--- src/rtl/core_pkg.sv ---
// Shared lane types for the vector register file datapath.
package core_pkg;

  parameter int unsigned VrfDataWidth = 64;
  parameter int unsigned VrfAddrWidth = 10;
  parameter int unsigned InsnIdWidth  = 3;

  typedef logic [VrfDataWidth-1:0]   vrf_data_t;
  typedef logic [VrfDataWidth/8-1:0] vrf_strb_t;
  typedef logic [VrfAddrWidth-1:0]   vrf_addr_t;
  typedef logic [InsnIdWidth-1:0]    insn_id_t;

endpackage

--- src/rtl/vrf_write_arbiter.sv ---
// Lane VRF write-back arbiter: per-bank round-robin grant over VFU result writes,
// one registered write stage into the banked SRAM, plus per-requester write ack.
module vrf_write_arbiter
  import core_pkg::*;
#(
  parameter int unsigned NrReq  = 4,
  parameter int unsigned NrBank = 4
) (
  input  logic                   clk_i,
  input  logic                   rst_ni,
  input  logic      [NrReq-1:0]  req_valid_i,
  output logic      [NrReq-1:0]  req_gnt_o,
  input  vrf_data_t [NrReq-1:0]  req_wdata_i,
  input  vrf_strb_t [NrReq-1:0]  req_wstrb_i,
  input  vrf_addr_t [NrReq-1:0]  req_addr_i,
  input  insn_id_t  [NrReq-1:0]  req_id_i,
  input  logic      [NrBank-1:0] bank_rd_busy_i,
  output logic      [NrBank-1:0] bank_we_o,
  output vrf_addr_t [NrBank-1:0] bank_addr_o,
  output vrf_data_t [NrBank-1:0] bank_wdata_o,
  output vrf_strb_t [NrBank-1:0] bank_wstrb_o,
  output logic      [NrReq-1:0]  wr_ack_o,
  output insn_id_t  [NrReq-1:0]  wr_ack_id_o
);

  localparam int unsigned LogNrBank = $clog2(NrBank);
  localparam int unsigned LogNrReq  = $clog2(NrReq);

  typedef logic [LogNrReq-1:0] req_idx_t;

  req_idx_t  [NrBank-1:0] rr_q, rr_d;
  req_idx_t  [NrBank-1:0] win_idx;
  logic      [NrBank-1:0] win_valid;

  logic      [NrBank-1:0] we_q;
  vrf_addr_t [NrBank-1:0] addr_q, addr_d;
  vrf_data_t [NrBank-1:0] wdata_q, wdata_d;
  vrf_strb_t [NrBank-1:0] wstrb_q, wstrb_d;

  logic      [NrReq-1:0]  ack_q;
  insn_id_t  [NrReq-1:0]  ack_id_q, ack_id_d;

  // Per bank: first candidate at or after rr_q scanning upward; NrReq is a power of
  // two so the index wraps by truncation.
  always_comb begin
    req_idx_t idx;
    idx       = '0;
    win_valid = '0;
    win_idx   = '0;
    req_gnt_o = '0;
    rr_d      = rr_q;
    for (int b = 0; b < NrBank; b++) begin
      if (!bank_rd_busy_i[b]) begin
        for (int i = 0; i < NrReq; i++) begin
          idx = rr_q[b] + req_idx_t'(i);
          if (!win_valid[b] && req_valid_i[idx] &&
              (req_addr_i[idx][LogNrBank-1:0] == LogNrBank'(b))) begin
            win_valid[b] = 1'b1;
            win_idx[b]   = idx;
          end
        end
      end
      if (win_valid[b]) begin
        req_gnt_o[win_idx[b]] = 1'b1;
        rr_d[b]               = win_idx[b] + req_idx_t'(1);
      end
    end
  end

  // Stage payload reloads every cycle; zeroed when the bank has no grant.
  always_comb begin
    addr_d  = '0;
    wdata_d = '0;
    wstrb_d = '0;
    for (int b = 0; b < NrBank; b++) begin
      if (win_valid[b]) begin
        addr_d[b]  = req_addr_i[win_idx[b]] >> LogNrBank;
        wdata_d[b] = req_wdata_i[win_idx[b]];
        wstrb_d[b] = req_wstrb_i[win_idx[b]];
      end
    end
  end

  always_comb begin
    ack_id_d = '0;
    for (int r = 0; r < NrReq; r++) begin
      if (req_gnt_o[r]) begin
        ack_id_d[r] = req_id_i[r];
      end
    end
  end

  always_ff @(posedge clk_i or negedge rst_ni) begin
    if (!rst_ni) begin
      rr_q     <= '0;
      we_q     <= '0;
      addr_q   <= '0;
      wdata_q  <= '0;
      wstrb_q  <= '0;
      ack_q    <= '0;
      ack_id_q <= '0;
    end else begin
      rr_q     <= rr_d;
      we_q     <= win_valid;
      addr_q   <= addr_d;
      wdata_q  <= wdata_d;
      wstrb_q  <= wstrb_d;
      ack_q    <= req_gnt_o;
      ack_id_q <= ack_id_d;
    end
  end

  assign bank_we_o    = we_q;
  assign bank_addr_o  = addr_q;
  assign bank_wdata_o = wdata_q;
  assign bank_wstrb_o = wstrb_q;
  assign wr_ack_o     = ack_q;
  assign wr_ack_id_o  = ack_id_q;

endmodule

--- config.mk ---
export PLATFORM = sky130hd
export DESIGN_NAME = vrf_write_arbiter
export DESIGN_NICKNAME = d
export VERILOG_FILES = /design/src/rtl/core_pkg.sv /design/src/rtl/vrf_write_arbiter.sv
export SDC_FILE = /design/constraint.sdc
export NUM_CORES = 1
export LEC_CHECK = 0
export CORE_AREA = 5 5 269 271
export CTS_CLUSTER_SIZE = 40
export DETAILED_ROUTE_END_ITERATION = 6
export DIE_AREA = 0 0 274 276
export SYNTH_ARGS = -nofsm -noshare
export SYNTH_HDL_FRONTEND = slang
export SYNTH_SLANG_ARGS = --single-unit
--- constraint.sdc ---
create_clock -name clk_i -period 4.5 [get_ports clk_i]
set_clock_uncertainty 0.1 [all_clocks]
set_input_delay 0.9 -clock clk_i [delete_from_list [all_inputs] [get_ports clk_i]]
set_output_delay 0.9 -clock clk_i [all_outputs]
set_load 0.02 [all_outputs]
==> reports/metrics.yaml <==
cells_and_area:
  nFillCells: 6494
  multiInputGateArea_um2: 11800
  seqCellArea_um2: 8710
  area.growth.synth_to_final_pct: 42.9
  drive_above_1_share: 0.109
  fin_cells: 3636
  postLayoutCoreUtil: 0.447
  nets: 3022
  final_area_um2: 31100
grt:
  grt_pass1_wl_um: 148000
  antenna_found_initial: 20
  grtUsageTotal: 0.250
  grt_pass1_vias: 21800
  grt_max_degree: 165
  grt_remaining_overflow: 0
routing:
  wirelength_um: 100000
  drt_iter0_drc: 1785
  postRouteAntennaNets: 0
  num_vias: 21200
  drc: 2
  drt_pass1_iterations: 7
  vias_per_cell: 5.82
  wl_per_cell_um: 27.6
status:
  violations: "design-rule violations"
  status: "finished, violations left"
cts:
  cts_root_buf: "clkbuf_16"
  clk_pin_slew_ns: 0.06
  cts_tree: "yes"
  clock_latency_ns: 0.55
  clock_sinks: 348
  htree_levels: 2
  cts_buffers: 44
  ctsLongestPathBuffers: 3
worst_setup_path:
  startpoint: "req_addr_i[30]"
  slowest_stage: "clkdlybuf4s50_1"
  endpoint_kind: "output pin"
  cpMostUsedCell: "nor2_1"
  worstPathArrival_ns: 3.40
  cp-start-kind: "input port"
  path_max_fanout: 4
  crit_type: "input port to output pin"
  cp.required_ns: 3.50
  regToRegSetupSlack_ns: 1.04
  r2r_start: "rr_q[2]"
  crit_buf_inv: 3
  cp_cell_sequence: "clkdlybuf4s50_1 > buf_4 > and3b_2 > nor2_1 > a21oi_1 > nor2_1 > a211o_4 > ha_1 > a222oi_1 > nand2_1 > dlygate4sd2_1"
  critPathTopFamily: "buffers and inverters"
  crit_path_max_incr_delay_ns: 0.49
logic_synthesis:
  synth_area_um2: 21800
  ys_ff_latch: 348
  yosysSeqAreaShare: 0.400
  synth-async-reset-ratio: 1.00
  ys.flop_type: "dfrtp_1"
  yosys_warnings: 0
  synth_edf_count: 0
  synthDistinctLibCells: 73
  postSynthCellCount: 2039
  synth_area_per_cell_um2: 10.7
floorplanning:
  dieHeight_um: 276
  std_cell_rows: 97
  core_area_um2: 69500
  die_x_um: 274
  design.portCount: 702
  start_util: 0.313
  die_area_um2: 75600
power:
  power_density_nw_per_um2: 449
  vdd_drop_max_mv: 0.276
  p_leak_nw: 14.1
timing:
  drv_slew: 0
  setup_slack_ns: 0.104
  worstMarginPinSlew_ns: 1.05
  hold_violations: 0
  holdWs_ns: 0.328
  rsz0062_at_grt: "no"
  finalSetupViolations: 0
  slew_headroom: 0.300
  fin_crit_ns: 4.40
  fin_crit_sh: 0.977
  max_freq_ghz: 0.227
place:
  dpl.hpwl_um: 67700
  gp_congestion: 0.906
  dpl_cell_area_um2: 29500
  place_ws_ns: -0.234
  dp.cells: 3548
  io_buffers: 693
job:
  cap_violations: 0
min_path:
  hold_class: "input port to asynchronous set/reset pin"
routing by layer:
| metal | global-route usage | share of wire |
|---|---|---|
| met1 | 0.309 | 0.39 |
| met2 | 0.423 | 0.49 |
| met3 | 0.0611 | 0.084 |
| met4 | 0.0909 | 0.039 |
| met5 | 0 | 0.0012 |
cell usage after synthesis, types with 3 or more instances:
library cell | number | area (µm²)
a211o_1 | 3 | 26.3
a21oi_1 | 14 | 70.1
a222oi_1 | 4 | 40.0
a2bb2oi_1 | 80 | 701
a32oi_1 | 80 | 701
and2_1 | 14 | 87.6
and2b_2 | 9 | 78.8
and3b_1 | 4 | 35.0
buf_12 | 9 | 180
buf_2 | 61 | 305
buf_4 | 29 | 218
buf_6 | 18 | 203
clkbuf_1 | 102 | 383
clkbuf_2 | 3 | 15.0
clkbuf_4 | 7 | 52.6
dfrtp_1 | 348 | 8710
ha_1 | 16 | 200
inv_1 | 13 | 48.8
mux2i_1 | 482 | 4820
nand2_1 | 18 | 67.6
nand3_1 | 86 | 430
nand3b_1 | 5 | 37.5
nand4_1 | 81 | 507
nor2_1 | 15 | 56.3
nor2b_1 | 70 | 438
nor3_1 | 3 | 15.0
nor3b_1 | 3 | 22.5
o21ai_0 | 166 | 831
o21ai_1 | 5 | 25.0
o22ai_1 | 174 | 1090
o22ai_2 | 66 | 826
layout by cell type (no fill, tap or decap), types with 14 or more instances in the layout:
master / instances
ha_1: 16
nor2_1: 14
nand4_1: 81
a32oi_1: 80
clkdlybuf4s50_1: 679
buf_4: 97
mux2i_1: 482
nor2b_1: 70
o22ai_1: 174
a2bb2oi_1: 80
clkbuf_16: 44
nand2_1: 16
o21ai_0: 165
dfrtp_1: 348
nand3_1: 86
o22ai_2: 66
cell families after synthesis:
kind of cell | synth area share
muxes | 0.223
buffers and inverters | 0.0689
and+or+nand+nor | 0.0890
AOI/OAI and AO/OA | 0.210
DFF | 0.400
other | 0.000172
adders and majority gates | 0.00920
state kept, by name, summed over array words and instances, names as in the netlist:
signal        count
bank_addr_o      32
bank_wdata_o    256
bank_we_o         4
bank_wstrb_o     32
rr_q              8
wr_ack_id_o      12
wr_ack_o          4
repair_timing:
item,4_1_cts,5_1_grt
hold buffers,0,0
resized for setup,12,15
pin swaps,0,2
endpoints found under the setup margin,4,4
buffers inserted,0,2
report_power, final:
group	internal, mW	total, mW	switching (mW)
logic	2.61	6.29	3.68
clock network	2.18	3.64	1.45
registers	3.73	4.02	0.293
path summary, 6_finish.rpt:
path                                endpoint  cells past startpoint
setup / recovery                req_gnt_o[1]                     11
hold / removal             bank_wdata_o[221]                      1
setup reg to reg           bank_wdata_o[118]                     10
hold reg to reg                      rr_q[6]                      2
max in group asynchronous            rr_q[3]                      2
min in group clk_i                   rr_q[6]                      2
metrics by stage:
stage / setup TNS, ns / power [mW]
2_1_floorplan: 0 / 7.61
6_report: 0 / 14.0
3_3_place_gp: -0.666 / 10.2
3_5_place_dp: -0.851 / 10.3
5_1_grt: 0 / 14.5
4_1_cts: 0 / 14.0
layout make-up:
| type | instances | area share |
|---|---|---|
| flip-flops and latches | 348 | 0.280 |
| diodes | 11 | 0.000885 |
| multi-input cells | 1446 | 0.379 |
| inverters | 16 | 0.00209 |
| repair buffers | 800 | 0.253 |
| clock buffers | 62 | 0.0395 |
| well taps | 940 | 0.0378 |
| clock inverters | 13 | 0.00684 |
worst reg2reg max path, stage by stage, from the launching register on:
cell and delay, ns:
dfrtp_1 0.45, buf_4 0.23, inv_6 0.12, mux2i_1 0.25, o21ai_1 0.15, a211oi_4 0.23
buf_4 0.53, buf_4 0.69, a2bb2oi_1 0.24, a32oi_1 0.23, buf_4 0.17
Power figures use the tool's default switching activity.
